[src/rtl/ahb_lite_master.sv]
// ahb_lite_master: command-to-AHB-Lite bridge issuing single NONSEQ transfers, one at a time.
//   HCLK, HRESETn              : clock, asynchronous active-low reset
//   cmd_valid/ready/write/addr/size/wdata : command handshake (accepted in IDLE only)
//   rsp_valid/rdata/err        : one-cycle response per accepted command
//   HADDR/HTRANS/HWRITE/HSIZE/HWDATA, HRDATA/HREADY/HRESP : AHB-Lite master bus
// Misaligned commands are answered with an error and never reach the bus. A data phase stuck
// with HREADY=0 for TIMEOUT cycles is abandoned and answered with an error.

package slave_package;
  typedef enum logic [2:0] {
    BYTE      = 3'd0,
    HALF_WORD = 3'd1,
    WORD      = 3'd2
  } HSIZE_E;
endpackage

module ahb_lite_master #(
  parameter int unsigned TIMEOUT = 64
) (
  input  logic                  HCLK,
  input  logic                  HRESETn,
  input  logic                  cmd_valid,
  output logic                  cmd_ready,
  input  logic                  cmd_write,
  input  logic [31:0]           cmd_addr,
  input  slave_package::HSIZE_E cmd_size,
  input  logic [31:0]           cmd_wdata,
  output logic                  rsp_valid,
  output logic [31:0]           rsp_rdata,
  output logic                  rsp_err,
  output logic [31:0]           HADDR,
  output logic [1:0]            HTRANS,
  output logic                  HWRITE,
  output slave_package::HSIZE_E HSIZE,
  output logic [31:0]           HWDATA,
  input  logic [31:0]           HRDATA,
  input  logic                  HREADY,
  input  logic                  HRESP
);

  localparam int unsigned CntW = $clog2(TIMEOUT + 1);
  localparam logic [CntW-1:0] TimeoutLast = CntW'(TIMEOUT - 1);

  typedef enum logic [1:0] {StIdle, StAddr, StData} state_e;

  state_e                state_q, state_d;
  logic                  write_q, write_d;
  logic [31:0]           addr_q, addr_d;
  slave_package::HSIZE_E size_q, size_d;
  logic [31:0]           hwdata_q, hwdata_d;
  logic [CntW-1:0]       wait_cnt_q, wait_cnt_d;
  logic                  rsp_valid_q, rsp_valid_d;
  logic                  rsp_err_q, rsp_err_d;
  logic [31:0]           rsp_rdata_q, rsp_rdata_d;

  logic        accept, misaligned, complete, timeout;
  logic [31:0] rd_lane;
  logic [31:0] wd_lane;

  assign accept     = cmd_valid & cmd_ready;
  assign misaligned = ((cmd_size == slave_package::HALF_WORD) && cmd_addr[0]) ||
                      ((cmd_size == slave_package::WORD) && (cmd_addr[1:0] != 2'b00));
  assign complete   = (state_q == StData) && HREADY;
  // Abort on the TIMEOUT-th consecutive wait cycle of the data phase.
  assign timeout    = (state_q == StData) && !HREADY && (wait_cnt_q == TimeoutLast);

  // State register
  always_ff @(posedge HCLK or negedge HRESETn) begin
    if (!HRESETn) begin
      state_q <= StIdle;
    end else begin
      state_q <= state_d;
    end
  end

  // Next-state logic
  always_comb begin
    state_d = state_q;
    unique case (state_q)
      StIdle: if (accept && !misaligned) state_d = StAddr;
      StAddr: if (HREADY) state_d = StData;
      StData: if (complete || timeout) state_d = StIdle;
      default: state_d = StIdle;
    endcase
  end

  // FSM outputs
  always_comb begin
    cmd_ready = (state_q == StIdle);
    HTRANS    = (state_q == StAddr) ? 2'b10 : 2'b00;
  end

  // Write data lane replication, computed at capture so HWDATA is a plain register.
  always_comb begin
    case (cmd_size)
      slave_package::BYTE:      wd_lane = {4{cmd_wdata[7:0]}};
      slave_package::HALF_WORD: wd_lane = {2{cmd_wdata[15:0]}};
      default:                  wd_lane = cmd_wdata;
    endcase
  end

  // Read data lane extraction using the captured address and size.
  always_comb begin
    case (size_q)
      slave_package::BYTE: begin
        case (addr_q[1:0])
          2'd0:    rd_lane = {24'h0, HRDATA[7:0]};
          2'd1:    rd_lane = {24'h0, HRDATA[15:8]};
          2'd2:    rd_lane = {24'h0, HRDATA[23:16]};
          default: rd_lane = {24'h0, HRDATA[31:24]};
        endcase
      end
      slave_package::HALF_WORD: rd_lane = addr_q[1] ? {16'h0, HRDATA[31:16]}
                                                    : {16'h0, HRDATA[15:0]};
      default:                  rd_lane = HRDATA;
    endcase
  end

  // Datapath next-state
  always_comb begin
    write_d     = write_q;
    addr_d      = addr_q;
    size_d      = size_q;
    hwdata_d    = hwdata_q;
    wait_cnt_d  = wait_cnt_q;
    rsp_valid_d = 1'b0;
    rsp_err_d   = 1'b0;
    rsp_rdata_d = 32'h0;

    // Only aligned commands touch the bus-visible registers, so HADDR etc. keep
    // their last transfer's values across a rejected command.
    if (accept && !misaligned) begin
      write_d  = cmd_write;
      addr_d   = cmd_addr;
      size_d   = cmd_size;
      hwdata_d = wd_lane;
    end

    if ((state_q == StAddr) && HREADY) begin
      wait_cnt_d = '0;
    end else if ((state_q == StData) && !HREADY) begin
      wait_cnt_d = wait_cnt_q + CntW'(1);
    end

    if (accept && misaligned) begin
      rsp_valid_d = 1'b1;
      rsp_err_d   = 1'b1;
    end else if (complete) begin
      rsp_valid_d = 1'b1;
      rsp_err_d   = HRESP;
      rsp_rdata_d = (!write_q && !HRESP) ? rd_lane : 32'h0;
    end else if (timeout) begin
      rsp_valid_d = 1'b1;
      rsp_err_d   = 1'b1;
    end
  end

  // Datapath registers
  always_ff @(posedge HCLK or negedge HRESETn) begin
    if (!HRESETn) begin
      write_q     <= 1'b0;
      addr_q      <= 32'h0;
      size_q      <= slave_package::BYTE;
      hwdata_q    <= 32'h0;
      wait_cnt_q  <= '0;
      rsp_valid_q <= 1'b0;
      rsp_err_q   <= 1'b0;
      rsp_rdata_q <= 32'h0;
    end else begin
      write_q     <= write_d;
      addr_q      <= addr_d;
      size_q      <= size_d;
      hwdata_q    <= hwdata_d;
      wait_cnt_q  <= wait_cnt_d;
      rsp_valid_q <= rsp_valid_d;
      rsp_err_q   <= rsp_err_d;
      rsp_rdata_q <= rsp_rdata_d;
    end
  end

  assign HADDR     = addr_q;
  assign HWRITE    = write_q;
  assign HSIZE     = size_q;
  assign HWDATA    = hwdata_q;
  assign rsp_valid = rsp_valid_q;
  assign rsp_err   = rsp_err_q;
  assign rsp_rdata = rsp_rdata_q;

endmodule

[config.mk]
export PLATFORM = sky130hd
export DESIGN_NAME = ahb_lite_master
export DESIGN_NICKNAME = d
export VERILOG_FILES = /design/src/rtl/ahb_lite_master.sv
export SDC_FILE = /design/constraint.sdc
export NUM_CORES = 1
export LEC_CHECK = 0
export ABC_AREA = 1
export BUFFER_PORTS_ARGS = -buffer_cell sky130_fd_sc_hd__buf_2
export CORE_ASPECT_RATIO = 1.25
export CORE_MARGIN = 2
export CORE_UTILIZATION = 48
export DETAILED_ROUTE_END_ITERATION = 7
export PLACE_DENSITY = 0.8
export SLEW_MARGIN = 20
export SYNTH_ARGS = -nofsm -noshare
export SYNTH_HDL_FRONTEND = slang
export SYNTH_SLANG_ARGS = --single-unit
export TNS_END_PERCENT = 20
[constraint.sdc]
create_clock -name HCLK -period 1.8 [get_ports HCLK]
set_input_delay 0.09 -clock HCLK [delete_from_list [all_inputs] [get_ports HCLK]]
set_output_delay 0.09 -clock HCLK [all_outputs]
set_load 0.02 [all_outputs]
==> results.txt <==
----------------------------------------------------
[Logic synthesis]
  Syn nets ... 729
  FFs w/ async S/R, synth ... 100%
  Primary FF master, synth ... dfrtp_1
  Share of the synthesized area in the top cell type ... 56.4%
  Most numerous cell in the Yosys netlist ... nand2_1
  YS warnings ... 0
  Average cell area after synthesis ... 7.91 um2
  Synth unique cells ... 26
  Synth Cell Area ... 4930 um2
  Most common library cells after synthesis ... nand2_1 (294), dfrtp_1 (111), inv_1 (43), nand3_1 (43)
  Main area contributors after synthesis ... dfrtp_1 (56%), nand2_1 (22%), nand3_1 (4.4%), o21ai_0 (3.6%), inv_1 (3.3%)
  Sequential-to-total area share from yosys stat ... 56.4%
  Synth area leader ... dfrtp_1
  Post-synthesis instance total ... 623
  Number of storage elements in the synthesis netlist ... 111
  Number of flops mapped to enable cells by yosys ... 0

[CTS]
  Post-CTS resize count ... 0
  H-tree depth ... 3
  CTS hold repair buffers ... 46
  Clock latency at the later pin of the worst-skew pair ... 350 ps
  Number of buffers created by CTS ... 9
  Setup Buffers After CTS ... 0
  Clk Tree Root Cell ... clkbuf_16
  CTS clk-pin slew, worst paths ... 70 ps
  Clock sink count ... 111
  Number of buffers on the longest clock path ... 2
  TritonCTS clock tree ... done

[Routing]
  Pre-antenna DRT Iters ... 7
  Drt initial violations ... 249
  Aggregate routed wire length ... 14600 um
  Residual antenna-violating net count after detailed routing ... 0
  Drc violations ... 0
  Post-detailed-route wirelength per cell ... 14.5 um
  Vias per std cell ... 5.06
  Via count ... 5100

[Timing]
  Highest achievable clock rate ... 681 MHz
  Final hold vios ... 0
  Post-route fraction of the period consumed by the critical path ... 81.5%
  Min Clock Period, post-route ... 1470 ps
  Total negative slack ... 0 ps
  Unrepaired setup endpoints after global routing ... no
  Final worst hold slack ... 5.72 ps
  Setup Viol. Count Final ... 0
  Count of pins over their slew limit ... 0
  Clock tree skew after final layout ... 7.81 ps

[Place]
  Placed cell count ... 947
  Input/output buffers ... 208
  Post-detail-place hpwl ... 10000 um
  Routability-driven placement congestion ratio ... 0.938

[Pwr]
  Maximum VDD drop ... 0.757 mV
  Power density over cell area ... 1490 nW/um2
  Switching Share ... 43.0%
  Power spent charging and discharging nets ... 0.00439 W
  Static Leak ... 4.04 nW
  Internal power component ... 0.00583 W
  Logic pwr share ... 43.6%
  Part of the power in the clock network ... 19.1%
  Register share of total power ... 37.4%

[Layout]
  Share of final-layout standard cells stronger than drive strength 1 ... 27.8%
  Net count, final ... 981
  Post-Layout Cell Count ... 1008
  Area overhead of the layout relative to synthesis ... 39.6%

[Critical path]
  Critical Path Sink Type ... register
  Crit Path Class ... register to register
  Max FO, Critical Path ... 9
  Crit path launch type ... register
  Critical path data required time ... 2020 ps
  Data arrival time of the critical path ... 1690 ps

[Floorplan]
  Num ports ... 210
  Horizontal die dimension ... 94.6 um
  Std-Cell Core Area ... 10100 um2
  Die Ht ... 117 um
  Initial standard-cell utilization of the core ... 49.0%
  Die Area ... 11100 um2
  Std-Cell Rows ... 41

[Global routing]
  All-Layer GR Usage ... 26.3%
  Number of antenna violations at the first check in global routing ... 0
  Wire length of the first global-routing pass ... 22700 um
  Pin count of the biggest net entering global routing ... 56
  Via count of the first global-routing pass ... 5050
  Remaining global-route overflow ... 0

[Outcome]
  Outcome ... finished clean

[Hold path]
  Class of the tightest hold or removal check ... input port to register

[Run]
  Number of maximum-capacitance violations ... 0

----------------------------------------------------
==> worst paths after layout <==
kind	from	endpoint	slack, ps	depth (start not counted)
setup / recovery	HSIZE[0]	rsp_rdata[7]	330	7
hold / removal	HRDATA[20]	rsp_rdata[20]	6	3
setup reg to reg	HSIZE[0]	rsp_rdata[7]	330	7
hold reg to reg	HWDATA[31]	HWDATA[31]	470	2
max in group asynchronous	HRESETn	state_q[0]	970	3
min in group asynchronous	HRESETn	HWDATA[22]	240	2
==> power by group through the flow <==
stage / clock (W) / combinational [W] / sequential (W)
finish: 0.00195 / 0.00445 / 0.00382
global placement: 0 / 0.00421 / 0.00380
detailed placement: 0 / 0.00433 / 0.00382
floorplan: 0 / 0.00185 / 0.00474
CTS: 0.00197 / 0.00442 / 0.00380
global route: 0.00207 / 0.00491 / 0.00391
==> flip-flops by register name (all words and copies together), names as in the netlist <==
signal      cells
rsp_rdata      32
HWDATA         32
HSIZE           3
rsp_err         1
rsp_valid       1
HWRITE          1
HADDR          32
wait_cnt_q      7
state_q         2
==> per-stage QoR <==
stage | util (%) | area (um2) | setup slack [ps] | power (W)
after global placement | 61.0 | 6130 | 454 | 0.00801
after global routing | 68.4 | 6870 | 162 | 0.0109
final | 68.4 | 6880 | 333 | 0.0102
after detailed placement | 61.0 | 6130 | 377 | 0.00815
after floorplan | - | 4930 | 409 | 0.00659
after CTS | 68.4 | 6870 | 351 | 0.0102
==> cells by family after synthesis <==
kind of cell | Yosys count | synth area share, %
compound gates | 43 | 4.37
xor+xnor | 1 | 0.178
fa+ha+maj | 1 | 0.254
buf+inv | 70 | 6.17
flops | 111 | 56.4
other cells | 1 | 0.0761
simple gates | 396 | 32.6
==> worst max-delay path, stage by stage (launching register included) <==
cell	delay, ps
dfrtp_1	470
inv_1	110
nand2_1	220
nor2_1	110
nor2_2	230
nand2_1	90
nand2_1	70
nor2_1	40
==> per-layer routing <==
layer  routed length (um)  up-vias  track usage, %  share of wire (%)
met5                    0        -               0                  0
met4                  762        0            16.3                5.2
met3                 1160       79            6.27                7.9
met2                 7330      296            44.4                 50
met1                 5360     2303            30.0                 37
li1                     -     2422               -                  -
==> area by class of cell <==
cell class | count | area, um2
Fill cell | 837 | 3180
Tap cell | 129 | 161
Multi-Input combinational cell | 442 | 1850
Inverter | 44 | 165
Clock buffer | 9 | 225
Sequential cell | 111 | 2780
Antenna cell | 1 | 2.50
Timing Repair Buffer | 267 | 1640
Clock inverter | 5 | 60.1
==> layout by cell type, fill, tap and decap left out <==
cell type      instances
or2_2                  1
dfrtp_1              111
clkinv_2               1
diode_2                1
conb_1                 1
nor3_1                13
nand2_1              294
nand4_1                2
nor2_2                 3
nand3_2                1
ha_1                   1
nand3_4                1
buf_2                207
dlygate4sd3_1         46
buf_4                 11
a21oi_1                7
nor2_1                35
buf_12                 3
nand3_1               43
inv_6                  1
clkinv_4               1
clkbuf_16              9
o21ai_0               35
nor2_4                 1
inv_2                  1
nand2_2                1
o21ai_1                1
clkinvlp_4             1
inv_1                 43
xnor2_1                1
bufinv_16              1
nand3b_1               1
No activity file was read; power rests on OpenSTA's default activity.
